### config.mk
export PLATFORM = sky130hd
export DESIGN_NAME = cpu_sequencer
export DESIGN_NICKNAME = d
export VERILOG_FILES = /design/src/rtl/cpu_sequencer_pkg.sv /design/src/rtl/cpu_sequencer_control.sv /design/src/rtl/cpu_sequencer.sv
export SDC_FILE = /design/constraint.sdc
export NUM_CORES = 1
export LEC_CHECK = 0
export CAP_MARGIN = 5
export CORE_ASPECT_RATIO = 1.25
export CORE_MARGIN = 2
export CORE_UTILIZATION = 43
export DETAILED_ROUTE_END_ITERATION = 7
export GPL_ROUTABILITY_DRIVEN = 1
export PLACE_DENSITY_LB_ADDON = 0.1
export SKIP_CTS_REPAIR_TIMING = 1
export SLEW_MARGIN = 10
export SYNTH_ARGS = -nofsm -noshare
export SYNTH_HDL_FRONTEND = slang
export SYNTH_SLANG_ARGS = --single-unit
### constraint.sdc
create_clock -name clk -period 1.6 [get_ports clk]
set_input_delay 0.16 -clock clk [delete_from_list [all_inputs] [get_ports clk]]
set_output_delay 0.16 -clock clk [all_outputs]
set_load 0.05 [all_outputs]
### src/rtl/cpu_sequencer_pkg.sv
`default_nettype none
// ============================================================================
// Package     : Defs
// Description : Shared definitions for the 9-bit CPU sequencer: FSM state
//               enum, opcode encodings, HALT encoding and the control bundle
//               produced by the Control decoder.
// Revision    : 1.0 - initial release
// ============================================================================
package Defs;

    typedef enum logic [2:0] {
        S_IDLE   = 3'd0,
        S_FETCH  = 3'd1,
        S_DECODE = 3'd2,
        S_EXEC   = 3'd3,
        S_MEM    = 3'd4,
        S_WB     = 3'd5,
        S_DONE   = 3'd6
    } seq_state_t;

    // Instruction format: [8:6] opcode, [5:3] rs, [2:0] rt
    localparam logic [2:0] OP_AND    = 3'b000;
    localparam logic [2:0] OP_OR     = 3'b001;
    localparam logic [2:0] OP_XOR    = 3'b010;
    localparam logic [2:0] OP_SUB    = 3'b011;
    localparam logic [2:0] OP_ADD    = 3'b100;
    localparam logic [2:0] OP_LW     = 3'b101;
    localparam logic [2:0] OP_SW     = 3'b110;
    localparam logic [2:0] OP_BRANCH = 3'b111;

    localparam logic [8:0] HALT_INSTR = 9'b111_111_111;

    typedef struct packed {
        logic [2:0] alu_op;
        logic       reg_write;
        logic       mem_read;
        logic       mem_write;
        logic       mem_to_reg;
        logic       branch;
        logic       halt;
    } ControlSignals;

endpackage
`default_nettype wire

### src/rtl/cpu_sequencer_control.sv
`default_nettype none
// ============================================================================
// Module      : Control
// Description : Combinational instruction decoder for the 9-bit CPU.
//               init  in  1  - forces all controls to zero while high
//               ir    in  9  - instruction register
//               ctrl  out    - decoded ControlSignals bundle
// Revision    : 1.0 - initial release
// ============================================================================
module Control
    import Defs::*;
(
    input  logic          init,
    input  logic [8:0]    ir,
    output ControlSignals ctrl
);

    always_comb begin
        ctrl = '0;
        if (!init) begin
            ctrl.alu_op = ir[8:6];
            ctrl.halt   = (ir == HALT_INSTR);
            case (ir[8:6])
                OP_LW: begin
                    ctrl.reg_write  = 1'b1;
                    ctrl.mem_read   = 1'b1;
                    ctrl.mem_to_reg = 1'b1;
                end
                OP_SW:     ctrl.mem_write = 1'b1;
                // HALT shares the branch opcode but is not a branch
                OP_BRANCH: ctrl.branch    = (ir != HALT_INSTR);
                default:   ctrl.reg_write = 1'b1;
            endcase
        end
    end

endmodule
`default_nettype wire

### src/rtl/cpu_sequencer.sv
`default_nettype none
// ============================================================================
// Module      : cpu_sequencer
// Description : Multi-cycle FETCH/DECODE/EXEC/MEM/WB sequencer for the 9-bit
//               CPU. Owns PC, instruction register and retired-instruction
//               counter; signals completion on HALT.
//               Optional macro SEQ_TIMEOUT_EN adds a data-memory wait timeout
//               that sets sticky err and aborts to DONE.
// Ports       : clk, rst_n (async active-low), start,
//               imem_req/imem_valid/imem_instr (instruction fetch),
//               pc, ir, ctrl (decoded controls),
//               rf_we, mem_rd, mem_wr, dmem_ready (datapath strobes),
//               branch_taken, branch_target (sampled in EXEC),
//               instr_cnt, busy, done, err (status)
// Revision    : 1.0 - initial release
// ============================================================================
module cpu_sequencer
    import Defs::*;
#(
    parameter int PC_W    = 8,
    parameter int CNT_W   = 16,
    parameter int TIMEOUT = 255
) (
    input  logic             clk,
    input  logic             rst_n,
    input  logic             start,
    output logic             imem_req,
    input  logic             imem_valid,
    input  logic [8:0]       imem_instr,
    output logic [PC_W-1:0]  pc,
    output logic [8:0]       ir,
    output ControlSignals    ctrl,
    output logic             rf_we,
    output logic             mem_rd,
    output logic             mem_wr,
    input  logic             dmem_ready,
    input  logic             branch_taken,
    input  logic [PC_W-1:0]  branch_target,
    output logic [CNT_W-1:0] instr_cnt,
    output logic             busy,
    output logic             done,
    output logic             err
);

    localparam int TMR_W = $clog2(TIMEOUT + 1);

    seq_state_t state;
    seq_state_t state_nxt;
    logic [2:0] op;
    logic       launch;
    logic       retire;
    logic       timeout_hit;
    logic       ctrl_init;

    assign op        = ir[8:6];
    assign ctrl_init = !rst_n;
    assign launch    = ((state == S_IDLE) || (state == S_DONE)) && start;
    assign retire    = ((state == S_EXEC) && (op == OP_BRANCH) && (ir != HALT_INSTR))
                     || ((state == S_MEM) && dmem_ready && (op == OP_SW))
                     || (state == S_WB);

    Control u_control (
        .init (ctrl_init),
        .ir   (ir),
        .ctrl (ctrl)
    );

    always_comb begin
        state_nxt = state;
        case (state)
            S_IDLE, S_DONE: if (start) state_nxt = S_FETCH;
            S_FETCH:        if (imem_valid) state_nxt = S_DECODE;
            S_DECODE:       state_nxt = (ir == HALT_INSTR) ? S_DONE : S_EXEC;
            S_EXEC: begin
                if ((op == OP_LW) || (op == OP_SW)) state_nxt = S_MEM;
                else if (op == OP_BRANCH)           state_nxt = S_FETCH;
                else                                state_nxt = S_WB;
            end
            S_MEM: begin
                if (dmem_ready)       state_nxt = (op == OP_LW) ? S_WB : S_FETCH;
                else if (timeout_hit) state_nxt = S_DONE;
            end
            S_WB:           state_nxt = S_FETCH;
            default:        state_nxt = S_IDLE;
        endcase
    end

    // Strobes are registered from the next state so each one is aligned
    // exactly with the state it belongs to.
    always_ff @(posedge clk or negedge rst_n) begin
        if (!rst_n) begin
            state     <= S_IDLE;
            pc        <= '0;
            ir        <= '0;
            instr_cnt <= '0;
            imem_req  <= 1'b0;
            rf_we     <= 1'b0;
            mem_rd    <= 1'b0;
            mem_wr    <= 1'b0;
            busy      <= 1'b0;
            done      <= 1'b0;
        end else begin
            state    <= state_nxt;
            imem_req <= (state_nxt == S_FETCH);
            rf_we    <= (state_nxt == S_WB);
            mem_rd   <= (state_nxt == S_MEM) && (op == OP_LW);
            mem_wr   <= (state_nxt == S_MEM) && (op == OP_SW);
            busy     <= (state_nxt != S_IDLE) && (state_nxt != S_DONE);
            done     <= (state_nxt == S_DONE);

            if ((state == S_FETCH) && imem_valid) begin
                ir <= imem_instr;
            end

            if (launch) begin
                pc        <= '0;
                instr_cnt <= '0;
            end else if (retire) begin
                if ((state == S_EXEC) && branch_taken) pc <= branch_target;
                else                                   pc <= pc + PC_W'(1);
                if (!(&instr_cnt)) instr_cnt <= instr_cnt + CNT_W'(1);
            end
        end
    end

`ifdef SEQ_TIMEOUT_EN
    logic [TMR_W-1:0] wait_cnt;
    logic             err_q;

    // wait_cnt holds the number of MEM cycles already spent without ready,
    // so the abort fires in the TIMEOUT-th consecutive waiting cycle.
    assign timeout_hit = (state == S_MEM) && !dmem_ready
                       && (wait_cnt == TMR_W'(TIMEOUT - 1));
    assign err         = err_q;

    always_ff @(posedge clk or negedge rst_n) begin
        if (!rst_n) begin
            wait_cnt <= '0;
            err_q    <= 1'b0;
        end else begin
            if (state != S_MEM)  wait_cnt <= '0;
            else if (!dmem_ready) wait_cnt <= wait_cnt + TMR_W'(1);

            if (launch)           err_q <= 1'b0;
            else if (timeout_hit) err_q <= 1'b1;
        end
    end
`else
    logic [TMR_W-1:0] unused_timeout;

    assign unused_timeout = TMR_W'(TIMEOUT);
    assign timeout_hit    = 1'b0;
    assign err            = 1'b0;
`endif

endmodule
`default_nettype wire

==> impl_metrics.ini, run 1 <==
[routing]
firstDrtPassIters = 4
wl_per_cell_um = 15.6
wl_met3_um = 448
via_per_inst = 5.52
routed_wl_um = 7170
wl_met2_um = 3850
drtIter0Drc = 154
wl_met1_um = 2780
top_layer = met4
drc = 0
ant_nets = 0
vias = 2543

[critical_path]
crit_fanout = 8
crit_slowest_cell = dfrtp_1
crit_required_ns = 1.81
r2r_cells = 6
critPathKind = reg2reg
setup.worst_path.end_class = register
regToRegSetupSlack_ns = -0.26
worst_path_largest_cell_delay_ns = 0.43
startpoint_type = register
path_buf_inv = 1
rr_startpoint = state[2]
r2r-end = instr_cnt[6]
crit_chain = and3b_2 > o211ai_4 > buf_6 > o2bb2ai_4 > or3_1 > a21oi_1
cp_top_family = simple AND/OR/NAND/NOR gates
crit_arrival_ns = 2.07
path_depth = 6

[global_routing]
grt_pass1_vias = 2283
grt_max_degree = 23
grt_pass1_wl_um = 10400
antenna_found_initial = 0
grt_usage = 0.211
grt_overflow = 0

[flow_run]
max_cap_viol_count = 0

[logic_synthesis]
ys.flop_type = dfrtp_1
syn_area_per_cell_um2 = 9.64
yosys_warnings = 0
ys_seq_area_frac = 0.434
synth_edf_count = 0
synth_cell_types = 62
yosys_register_bits = 42
post-synth-top-area-cell = dfrtp_1
synth_top_area_share = 0.434
yosys-top-cells-area = dfrtp_1 43%, mux2_2 4.2%, nand2_1 3.7%
syn-num-nets = 276
ys_async_sr_fraction = 1.00
ys_top_cells_by_count = 42 x dfrtp_1, 24 x nand2_1, 17 x nand3_1, 13 x a21oi_1
synthesis.area_mm2 = 0.00242
post-synth-top-count-cell = dfrtp_1
synth_cells = 251

[die]
die_area_mm2 = 0.00625
top_level_ports = 72
die_h_um = 87.9
core_area_mm2 = 0.00544
fp.dieW_um = 71.1
rows = 30
start_util = 0.445

[clock_tree]
cts_buffers = 5
cts_tree = yes
clk_pin_slew_ns = 0.08
cts_buffer_depth = 2
htree_num_levels = 2
cts.sinks = 42
clk_latency_ns = 0.30
cts_root_buf = clkbuf_8

[pwr]
ir_drop_mv = 1.51
p_per_area_mw_per_mm2 = 1650
p_leak_nw = 1.93

[sta]
slew_headroom = 0.668
rsz0062_at_grt = yes
finalHoldViolations = 0
drv_slew = 0
min_period_ns = 1.86
max_slew.worst_pin.slew_ns = 0.496
setup_viol = 34
max_freq_ghz = 0.537
skew_ns = 0.00826
post-route-period-util = 1.16
worst_slack_ns = -0.262

[min_path]
hp-class = in2reg
whs_path_depth = 2
min_to = ir[7]
min_from = imem_instr[7]

[layout]
nets = 421
final_util = 0.788
postLayoutCellArea_mm2 = 0.00429
antenna_cells = 0
syn2layout_area_growth_pct = 77.2
drive_above_1_share = 0.552

[place]
hpwl_um = 4900
placed_cell_area_mm2 = 0.00369
routabilityCongestion = 0.794
io_buffers = 70

[outcome]
violations = negative setup slack
status = finished, violations left
worst register-to-register path: stages (launching register included):
cell and delay (ns):
dfrtp_1 0.43, and3b_2 0.29, o211ai_4 0.17, buf_6 0.19, o2bb2ai_4 0.15, or3_1 0.40, a21oi_1 0.16
cell families after synthesis:
family / count (synthesis) / synth area share
flops: 42 / 0.434
mux: 14 / 0.0626
fa+ha+maj: 2 / 0.0103
simple gates: 113 / 0.264
other cells: 1 / 0.00155
xor+xnor: 2 / 0.00724
compound gates: 54 / 0.171
buf+inv: 23 / 0.0496
power breakdown:
group	total (mW)	internal, mW	switching (mW)
combinational	4.63	2.18	2.44
clock	0.870	0.509	0.361
sequential	1.56	1.35	0.216
layout by cell type, fill, tap and decap left out, types with 6 or more instances in the layout:
master	synthesis	layout
buf_12	0	11
clkdlybuf4s50_1	0	21
nand3_1	17	11
dfrtp_2	0	24
buf_4	2	96
clkbuf_8	0	6
buf_6	2	19
inv_1	8	7
nor2_1	11	10
a21oi_1	13	12
and2_1	11	8
nand2_1	24	21
dfrtp_1	42	18
mux2_4	0	9
how the worst max path moves through the flow:
stage | startpoint | end | slack [ns]
after floorplan | ir[6] | instr_cnt[15] | -0.23
after global placement | dmem_ready | instr_cnt[7] | -0.26
after detailed placement | dmem_ready | instr_cnt[7] | -0.35
after CTS | ir[3] | ctrl[0] | -0.26
after global routing | state[2] | instr_cnt[6] | -0.28
final | state[2] | instr_cnt[6] | -0.26
per-layer routing:
layer  track usage  vias to the layer above
met5             0                        -
met4        0.0652                        0
met3        0.0518                        9
met2         0.381                       94
met1         0.246                     1217
li1              -                     1223
per-stage QoR:
stage          hold WS [ns]  total power [mW]  setup WS [ns]  instances  setup TNS [ns]
5_1_grt               0.453              7.44         -0.279        461           -6.04
3_5_place_dp         0.0665              5.34         -0.346        433           -5.91
2_1_floorplan        -0.136              3.88         -0.234        251           -3.08
3_3_place_gp         0.0648              5.29         -0.258        433           -4.40
4_1_cts              -0.264              6.23         -0.262        441           -2.36
6_report              0.467              7.06         -0.262        461           -3.20
sequential cells by signal, summed over array words and instances (netlist names):
name,count
instr_cnt,16
ir,9
pc,8
state,3
busy,1
done,1
imem_req,1
mem_rd,1
mem_wr,1
rf_we,1
final cells by class:
type	count	area (um^2)
multi-input combinational	188	1580
timing repair buffer	151	1410
fill	340	1150
sequential	42	1080
clock buffer	7	86.3
tap	64	80.1
clock inverter	1	30.0
inverter	8	30.0
Note: power is estimated with default switching activity, not from simulation.
==> run 2: changes to the inputs <==
Settings changed: CTS_CLUSTER_DIAMETER set to 120.
==> results of run 2 <==
The final DEF is identical to that of run 1; final timing and power are the same.
==> run 3: changes to the inputs <==
Settings changed: CORE_ASPECT_RATIO 1.25 to 1.1, CORE_MARGIN 2 to 3.
==> run 3 against run 2 <==
Against the previous run:
- the flow still finishes with violations (negative setup slack)
- hold slack lost 0.42 ns
- clock skew is 0.0026 ns higher
- final cell count is 1.7% higher
- critical path depth unchanged
- global-route usage is 1.5 points lower
- sequential share of layout area fell by 0.20 points
- sequential power hardly changed
- die area is 5.1% higher
- flip-flop and latch count stayed put
- final area rose by 0.70%
- via count rose by 1.1%
- worst setup slack improved by 0.10 ns
- critical path type unchanged
==> impl_metrics.ini, run 3 (same netlist as run 1, synthesis figures left out) <==
[outcome]
status = finished, violations left
violations = negative setup slack

[sta]
setup_viol = 31
post-route-period-util = 1.10
finalSetupTns_ns = -2.03
min_period_ns = 1.76
drv_slew = 0
max_freq_ghz = 0.569
whs_ns = 0.0502
skew_ns = 0.0108
worst_slack_ns = -0.158
finalHoldViolations = 0
rsz0062_at_grt = yes

[layout]
layout_common_cells = 94 x buf_4, 23 x dfrtp_2, 21 x clkdlybuf4s50_1
drive_above_1_share = 0.581
nets = 418
syn2layout_area_growth_pct = 78.4
fillers = 333
largestRegisters = instr_cnt: 16 flops, ir: 9 flops, pc: 8 flops
antenna_cells = 0
largest_reg_flops = 16
layout_commonest_cell = buf_4
layout.cells.non_filler = 469
final_util = 0.795
regMostFlops = instr_cnt

[min_path]
hp-class = in2async

[critical_path]
regToRegSetupSlack_ns = -0.16
startpoint_type = register
crit_fanout = 8
cp_top_family = compound AO/OA/AOI/OAI gates
path_buf_inv = 0
setup.worst_path.end_class = register
crit_arrival_ns = 1.96
crit_slowest_cell = dfrtp_2
critPathKind = reg2reg
worst_path_largest_cell_delay_ns = 0.44
crit_chain = ha_4 > and3_4 > nand4_1 > a2bb2oi_4 > nor2_2 > a221o_1
crit_required_ns = 1.80

[die]
rows = 28
fp.dieW_um = 77.5
die_area_mm2 = 0.00656
die_h_um = 84.7
start_util = 0.446
core_area_mm2 = 0.00543
top_level_ports = 72

[routing]
routed_wl_um = 7640
wl_per_cell_um = 16.3
firstDrtPassIters = 4
via_per_inst = 5.48
vias = 2571
drtIter0Drc = 194
drc = 0
ant_nets = 0

[global_routing]
grt_usage = 0.195
grt_max_degree = 36
grt_overflow = 0
grt_pass1_vias = 2207
antenna_found_initial = 0
grt_pass1_wl_um = 10300

[clock_tree]
cts.sinks = 42
htree_num_levels = 2
clk_latency_ns = 0.31
cts_buffers = 5
cts_tree = yes
cts_buffer_depth = 2
clk_pin_slew_ns = 0.09
cts_root_buf = clkbuf_8

[pwr]
ir_drop_mv = 1.43
pwr-share-clk = 0.101
sw_frac_of_total = 0.453
power_switching_mw = 3.15
internal_power_mw = 3.79
seq_power_share = 0.223
p_per_area_mw_per_mm2 = 1610
p_leak_nw = 1.93
combPwrFrac = 0.675

[place]
hpwl_um = 4840
placed_cells = 441
io_buffers = 70
routabilityCongestion = 0.863

[flow_run]
max_cap_viol_count = 0
## run 3: layer usage
| metal | routed length [um] | GRT usage |
|---|---|---|
| met1 | 2990 | 0.250 |
| met2 | 4030 | 0.324 |
| met3 | 459 | 0.0536 |
| met4 | 160 | 0.0550 |
| met5 | 0 | 0 |
## run 3: power by group through the flow
stage / Combinational [mW] / Clock, mW / Sequential (mW)
3_3_place_gp: 3.62 / 0 / 1.53
5_1_grt: 4.92 / 0.765 / 1.59
6_report: 4.69 / 0.702 / 1.55
3_5_place_dp: 3.66 / 0 / 1.54
2_1_floorplan: 1.55 / 0 / 2.32
4_1_cts: 3.67 / 0.708 / 1.52
## run 3: per-stage QoR
| stage | cell area (um^2) | setup slack, ns | power (mW) |
|---|---|---|---|
| 2_1_floorplan | 2540 | -0.234 | 3.88 |
| 3_3_place_gp | 3660 | -0.252 | 5.15 |
| 3_5_place_dp | 3660 | -0.292 | 5.20 |
| 4_1_cts | 3750 | -0.246 | 5.90 |
| 5_1_grt | 4320 | -0.204 | 7.28 |
| 6_report | 4320 | -0.158 | 6.94 |
## run 3: worst paths after layout
path	endpoint	cells after the start	start
worst max-delay path	instr_cnt[7]	6	instr_cnt[0]
worst min-delay path	instr_cnt[0]	2	rst_n
worst max register to register	instr_cnt[7]	6	instr_cnt[0]
worst min register to register	ir[4]	1	ir[4]
max in group asynchronous	ir[6]	2	rst_n
min in group clk	ir[6]	2	imem_instr[6]
## run 3: final cells by class
cell class                      count  area, um^2  share of cell area
Inverter                            8        35.0             0.00811
Timing Repair Buffer              150        1410               0.325
Multi-Input combinational cell    186        1620               0.375
Sequential cell                    42        1080               0.250
Clock buffer                        6        72.6              0.0168
Clock inverter                      2        13.8             0.00319
Tap cell                           75        93.8              0.0217
